===== config.mk =====
export PLATFORM = sky130hd
export DESIGN_NAME = disp_scan_decoder
export DESIGN_NICKNAME = d
export VERILOG_FILES = /design/src/rtl/disp_scan_decoder.sv
export SDC_FILE = /design/constraint.sdc
export NUM_CORES = 1
export LEC_CHECK = 0
export ABC_AREA = 1
export BUFFER_PORTS_ARGS = -buffer_cell sky130_fd_sc_hd__buf_2
export CORE_MARGIN = 3
export CORE_UTILIZATION = 60
export CTS_CLUSTER_DIAMETER = 120
export DETAILED_ROUTE_END_ITERATION = 10
export GPL_ROUTABILITY_DRIVEN = 0
export PLACE_DENSITY = 0.78
export SLEW_MARGIN = 20
export SYNTH_ARGS = -nofsm -noshare
export SYNTH_HDL_FRONTEND = slang
export SYNTH_SLANG_ARGS = --single-unit

===== constraint.sdc =====
create_clock -name clk_i -period 5.4 [get_ports clk_i]
set_clock_uncertainty 0.1 [all_clocks]
set_input_delay 0.27 -clock clk_i [delete_from_list [all_inputs] [get_ports clk_i]]
set_output_delay 0.27 -clock clk_i [all_outputs]
set_load 0.05 [all_outputs]

===== src/rtl/disp_scan_decoder.sv =====
// disp_scan_decoder: loopback monitor for the multiplexed 8-digit 7-segment bus.
// It debounces digit dwells, decodes CAT back to hex, and publishes full frames. DISP_DP_EN adds decimal-point tracking.
`default_nettype none

module disp_scan_decoder #(
    parameter int unsigned STABLE_CYC = 4
) (
    input  logic        clk_i,
    input  logic        rst_ni,
    input  logic [6:0]  cat_i,
    input  logic [7:0]  an_i,
`ifdef DISP_DP_EN
    input  logic        dp_i,
    output logic [7:0]  dp_out_o,
`endif
    output logic [31:0] hex_out_o,
    output logic [7:0]  off_out_o,
    output logic        frame_vld_o,
    output logic        seg_err_o,
    output logic        an_err_o
);

    localparam logic [7:0] C_STABLE = 8'(STABLE_CYC);

    typedef enum logic [0:0] {
        IDLE    = 1'b0,
        COLLECT = 1'b1
    } state_t;

    state_t          state_q, state_d;
    logic [6:0]      s_cat_q;
    logic [7:0]      s_an_q;
    logic [7:0]      cnt_q, cnt_d;
    logic [7:0][3:0] stage_hex_q, stage_hex_d;
    logic [7:0]      stage_off_q, stage_off_d;
    logic [7:0]      seen_q, seen_d;
    logic [31:0]     hex_out_q;
    logic [7:0]      off_out_q;
    logic            frame_vld_q, seg_err_q, an_err_q;

    logic            w_changed, w_accept, w_onehot, w_record, w_complete;
    logic [7:0]      w_an_low;
    logic [2:0]      w_idx;
    logic [5:0]      w_dec;

`ifdef DISP_DP_EN
    logic            s_dp_q;
    logic [7:0]      stage_dp_q, stage_dp_d;
    logic [7:0]      dp_out_q;
    assign w_changed = {dp_i, an_i, cat_i} != {s_dp_q, s_an_q, s_cat_q};
    assign dp_out_o  = dp_out_q;
`else
    assign w_changed = {an_i, cat_i} != {s_an_q, s_cat_q};
`endif

    // Result is {valid, blank, nibble}; all-dark counts as a valid blank digit.
    function automatic logic [5:0] seg_decode(input logic [6:0] seg);
        case (seg)
            7'h40: return {2'b10, 4'h0};
            7'h79: return {2'b10, 4'h1};
            7'h24: return {2'b10, 4'h2};
            7'h30: return {2'b10, 4'h3};
            7'h19: return {2'b10, 4'h4};
            7'h12: return {2'b10, 4'h5};
            7'h02: return {2'b10, 4'h6};
            7'h78: return {2'b10, 4'h7};
            7'h00: return {2'b10, 4'h8};
            7'h10: return {2'b10, 4'h9};
            7'h08: return {2'b10, 4'hA};
            7'h03: return {2'b10, 4'hB};
            7'h46: return {2'b10, 4'hC};
            7'h21: return {2'b10, 4'hD};
            7'h06: return {2'b10, 4'hE};
            7'h0E: return {2'b10, 4'hF};
            7'h7F: return {2'b11, 4'h0};
            default: return 6'b00_0000;
        endcase
    endfunction

    always_comb begin
        cnt_d = w_changed ? 8'd1 : ((cnt_q == C_STABLE) ? cnt_q : cnt_q + 8'd1);
        // Accept once per dwell: the cycle the held sample reaches the threshold.
        w_accept = !w_changed && (cnt_q != C_STABLE) && (cnt_q + 8'd1 == C_STABLE);

        w_an_low = ~s_an_q;
        w_onehot = (w_an_low != 8'd0) && ((w_an_low & (w_an_low - 8'd1)) == 8'd0);
        w_idx    = 3'd0;
        for (int i = 0; i < 8; i++) begin
            if (w_an_low[i]) w_idx = 3'(i);
        end
        w_dec    = seg_decode(s_cat_q);
        w_record = w_accept && w_onehot && w_dec[5];

        stage_hex_d = stage_hex_q;
        stage_off_d = stage_off_q;
        seen_d      = (state_q == IDLE) ? 8'd0 : seen_q;
`ifdef DISP_DP_EN
        stage_dp_d  = stage_dp_q;
`endif
        if (w_record) begin
            stage_hex_d[w_idx] = w_dec[3:0];
            stage_off_d[w_idx] = w_dec[4];
            seen_d[w_idx]      = 1'b1;
`ifdef DISP_DP_EN
            stage_dp_d[w_idx]  = ~s_dp_q;
`endif
        end
        w_complete = w_record && (seen_d == 8'hFF);
        if (w_complete) seen_d = 8'd0;
        state_d = (seen_d == 8'd0) ? IDLE : COLLECT;
    end

    always_ff @(posedge clk_i) begin
        if (!rst_ni) begin
            state_q     <= IDLE;
            s_cat_q     <= 7'h7F;
            s_an_q      <= 8'hFF;
            cnt_q       <= 8'd0;
            stage_hex_q <= '0;
            stage_off_q <= 8'hFF;
            seen_q      <= 8'd0;
            hex_out_q   <= 32'd0;
            off_out_q   <= 8'hFF;
            frame_vld_q <= 1'b0;
            seg_err_q   <= 1'b0;
            an_err_q    <= 1'b0;
`ifdef DISP_DP_EN
            s_dp_q      <= 1'b1;
            stage_dp_q  <= 8'h00;
            dp_out_q    <= 8'h00;
`endif
        end else begin
            state_q     <= state_d;
            s_cat_q     <= cat_i;
            s_an_q      <= an_i;
            cnt_q       <= cnt_d;
            stage_hex_q <= stage_hex_d;
            stage_off_q <= stage_off_d;
            seen_q      <= seen_d;
            frame_vld_q <= w_complete;
            seg_err_q   <= w_accept && w_onehot && !w_dec[5];
            an_err_q    <= w_accept && !w_onehot && (s_an_q != 8'hFF);
            if (w_complete) begin
                hex_out_q <= stage_hex_d;
                off_out_q <= stage_off_d;
            end
`ifdef DISP_DP_EN
            s_dp_q      <= dp_i;
            stage_dp_q  <= stage_dp_d;
            if (w_complete) dp_out_q <= stage_dp_d;
`endif
        end
    end

    assign hex_out_o   = hex_out_q;
    assign off_out_o   = off_out_q;
    assign frame_vld_o = frame_vld_q;
    assign seg_err_o   = seg_err_q;
    assign an_err_o    = an_err_q;

endmodule

`default_nettype wire


==> summary.md <==
| Metric | Value |
|---|---|
| Status | `complete, no violations` |
| Root Driver | `clkbuf_8` |
| Core Box Area | `8300 um^2` |
| Netlist cell types | `39` |
| Antenna-violating nets left | `0` |
| Grt ovf | `0` |
| Clk_lat worst skew | `0.52 ns` |
| CP Capture Type | `flop` |
| FP Rows | `33` |
| Setup Buffers After CTS | `0` |
| Antenna Cells | `0` |
| CP startpoint kind | `flop` |
| Clk sink count | `115` |
| WP data required | `5.75 ns` |
| Vias in the first global route | `4,529` |
| Slowest cell on crit path | `inv_2` |
| Area leader, netlist | `dfxtp_1` |
| Register bit total from synthesis | `115` |
| CTS hold repair buffers | `15` |
| Mapped Cells | `765` |
| Largest net degree at the start of global routing | `65` |
| Post-CTS resize count | `0` |
| Die X-Extent | `98.7 um` |
| Gr usage total | `0.256` |
| Initial DRC Count | `323` |
| CTS tree | `built` |
| CP dominant cell by count | `nor2_1` |
| CTS HTree Levels | `4` |
| Area grow syn2layout | `19.7%` |
| Die footprint | `9740 um^2` |
| Die height | `98.7 um` |
| CTS buffer count | `17` |
| Critical Path, Cell by Cell | `ha_1 -> nand3_1 -> xor2_1 -> nand2_1 -> nor2_1 -> nand2_1 -> nor2_4 -> nand4_1 -> nand2_1 -> nand3_1 -> nor2_1 -> nand2_2 -> buf_4 -> inv_2 -> nor2_1 -> nor2_1` |
| Worst-margin pin slew | `1.01 ns` |
| RSZ-0062 raised after global routing | `no` |
| Worst Setup Path Type | `flop to flop` |
| Finish-stage setup viols | `0` |
| Peak supply drop | `0.301 mV` |
| I/O pins | `60` |
| DR pass1 iterations | `5` |
| Avg WL per Cell | `12.7 um` |
| Fin crit share | `0.698` |
| CTS clock-pin slew for the worst setup and hold paths | `0.06 ns` |
| Critical Path Fanout Max | `38` |
| Ys Warns | `0` |
| HPWL after DPL | `8.12 mm` |
| Largest stage delay on the critical path | `0.46 ns` |
| Drt via density | `5.18` |
| Bufs on Longest Clock Path | `2` |
| Fin. max-slew vios | `0` |
| PwrDens | `319 nW/um^2` |
| Share of the synthesized area in the top cell type | `0.446` |
| Max_cap viols | `0` |
| Fmax | `0.265 GHz` |
| Post-Route WL | `12.1 mm` |
| First-pass GRT wire length | `20.0 mm` |
| Post-Syn Nets | `785` |
| Synthesized area per cell | `6.74 um^2` |
| Slew margin rel. | `0.328` |
| Min Tclk post-route | `3.77 ns` |
| Layout cell share with drive strength beyond 1 | `0.140` |
| Initial antenna violation count | `0` |
| Commonest non-fill, non-tap cell in the layout | `nand2_1` |
| Post-layout utilization of the core | `0.744` |
| Seq/Total Area, Yosys | `0.446` |
| Final Hold Viols | `0` |
| Syn Std Cell Area | `5160 um^2` |
| Commonest cells after routing, fill and taps aside | `nand2_1 (195), nor2_1 (156), dfxtp_1 (115)` |
| CP arrival | `4.12 ns` |
| Via count | `4,940` |
| Remaining DRCs | `0` |
| Initial Util | `0.621` |
| Setup TNS | `0 ns` |
| Port bufs | `59` |
| Pleak | `2.88 nW` |
| Synth top area cells | `dfxtp_1 (45%), nand2_1 (14%), nor2_1 (11%), inv_1 (7.2%), o21ai_0 (6.8%)` |
| NumNets Final | `857` |
| Hold Crit Class | `input port to flop` |
==> flip-flops by register name, summed over array words and instances (netlist names) <==
| register | flops |
|---|---|
| off_out_o | 8 |
| stage_off_q | 8 |
| frame_vld_o | 1 |
| state_q | 1 |
| stage_hex_q | 32 |
| seg_err_o | 1 |
| cnt_q | 8 |
| an_err_o | 1 |
| seen_q | 8 |
| hex_out_o | 32 |
| s_an_q | 8 |
| s_cat_q | 7 |
==> per-layer routing <==
metal / up-vias / track usage / part of all wire
met5: - / 0 / 0
met3: 17 / 0.0637 / 0.058
met2: 147 / 0.428 / 0.48
met4: 0 / 0.0914 / 0.014
met1: 2274 / 0.321 / 0.44
li1: 2502 / - / -
==> worst paths after layout <==
kind | startpoint | end | slack, ns | depth (start not counted)
setup reg to reg | cnt_q[1]$_SDFFE_PP0P_ | hex_out_o[26]$_SDFFE_PN0P_ | 1.63 | 16
hold / removal | rst_ni | stage_off_q[0]$_SDFF_PN1_ | 0.30 | 2
setup / recovery | cnt_q[1]$_SDFFE_PP0P_ | hex_out_o[26]$_SDFFE_PN0P_ | 1.63 | 16
hold reg to reg | hex_out_o[5]$_SDFFE_PN0P_ | hex_out_o[5]$_SDFFE_PN0P_ | 0.37 | 2
==> Yosys cell counts, drive strengths merged <==
master	number
a21boi	1
a21oi	9
a22oi	1
buf	10
clkbuf	14
clkinv	1
dfxtp	115
ha	3
inv	111
mux2i	5
nand2	197
nand3	21
nand3b	1
nand4	6
nor2	160
nor3	10
nor3b	1
nor4	1
o2111ai	1
o211ai	7
o21ai	81
o21bai	1
o31ai	3
or2	1
xnor2	2
xor2	2
==> cell type report <==
cell class / count / area, um^2
Timing Repair Buffer: 77 / 468
Sequential cell: 115 / 2300
Multi-Input combinational cell: 514 / 2310
Inverter: 112 / 420
Clock inverter: 12 / 111
Clock buffer: 19 / 432
Fill cell: 640 / 2130
Tap cell: 105 / 131
==> through the flow <==
stage	worst slack [ns]	std cells	cell area, um^2	total power [mW]	hold slack [ns]
final	1.63	954	6170	1.97	0.295
after global routing	1.18	954	6170	2.04	0.348
after CTS	1.65	954	6170	1.98	0.284
after detailed placement	1.69	908	5480	0.963	0.362
after global placement	1.90	908	5480	0.960	0.361
after floorplan	2.87	765	5160	0.940	0.267
==> cells by family (layout without fill, tap and decap cells) <==
kind of cell,count (synthesis),in the layout,synth area share
AND/OR/NAND/NOR,398,398,0.315
buffers and inverters,136,220,0.107
flip-flops,115,115,0.446
AO/OA/AOI/OAI,104,104,0.109
multiplexers,5,5,0.00970
XOR/XNOR,4,4,0.00679
adder cells (fa/ha/maj),3,3,0.00728
==> power breakdown <==
group	switching, mW	total, mW	leakage, nW	internal (mW)
clock network	0.399	1.02	0.248	0.617
logic	0.0583	0.0899	1.70	0.0316
registers	0.00887	0.864	0.931	0.855
total	0.466	1.97	2.88	1.50
==> critical path, delay by kind of cell, from the launching register on <==
family        cells  cell delay (ns)
fa+ha+maj         1             0.25
xor+xnor          1             0.20
buf+inv           2             0.80
simple gates     12             1.88
flops             1             0.42
Power figures use the tool's default switching activity.
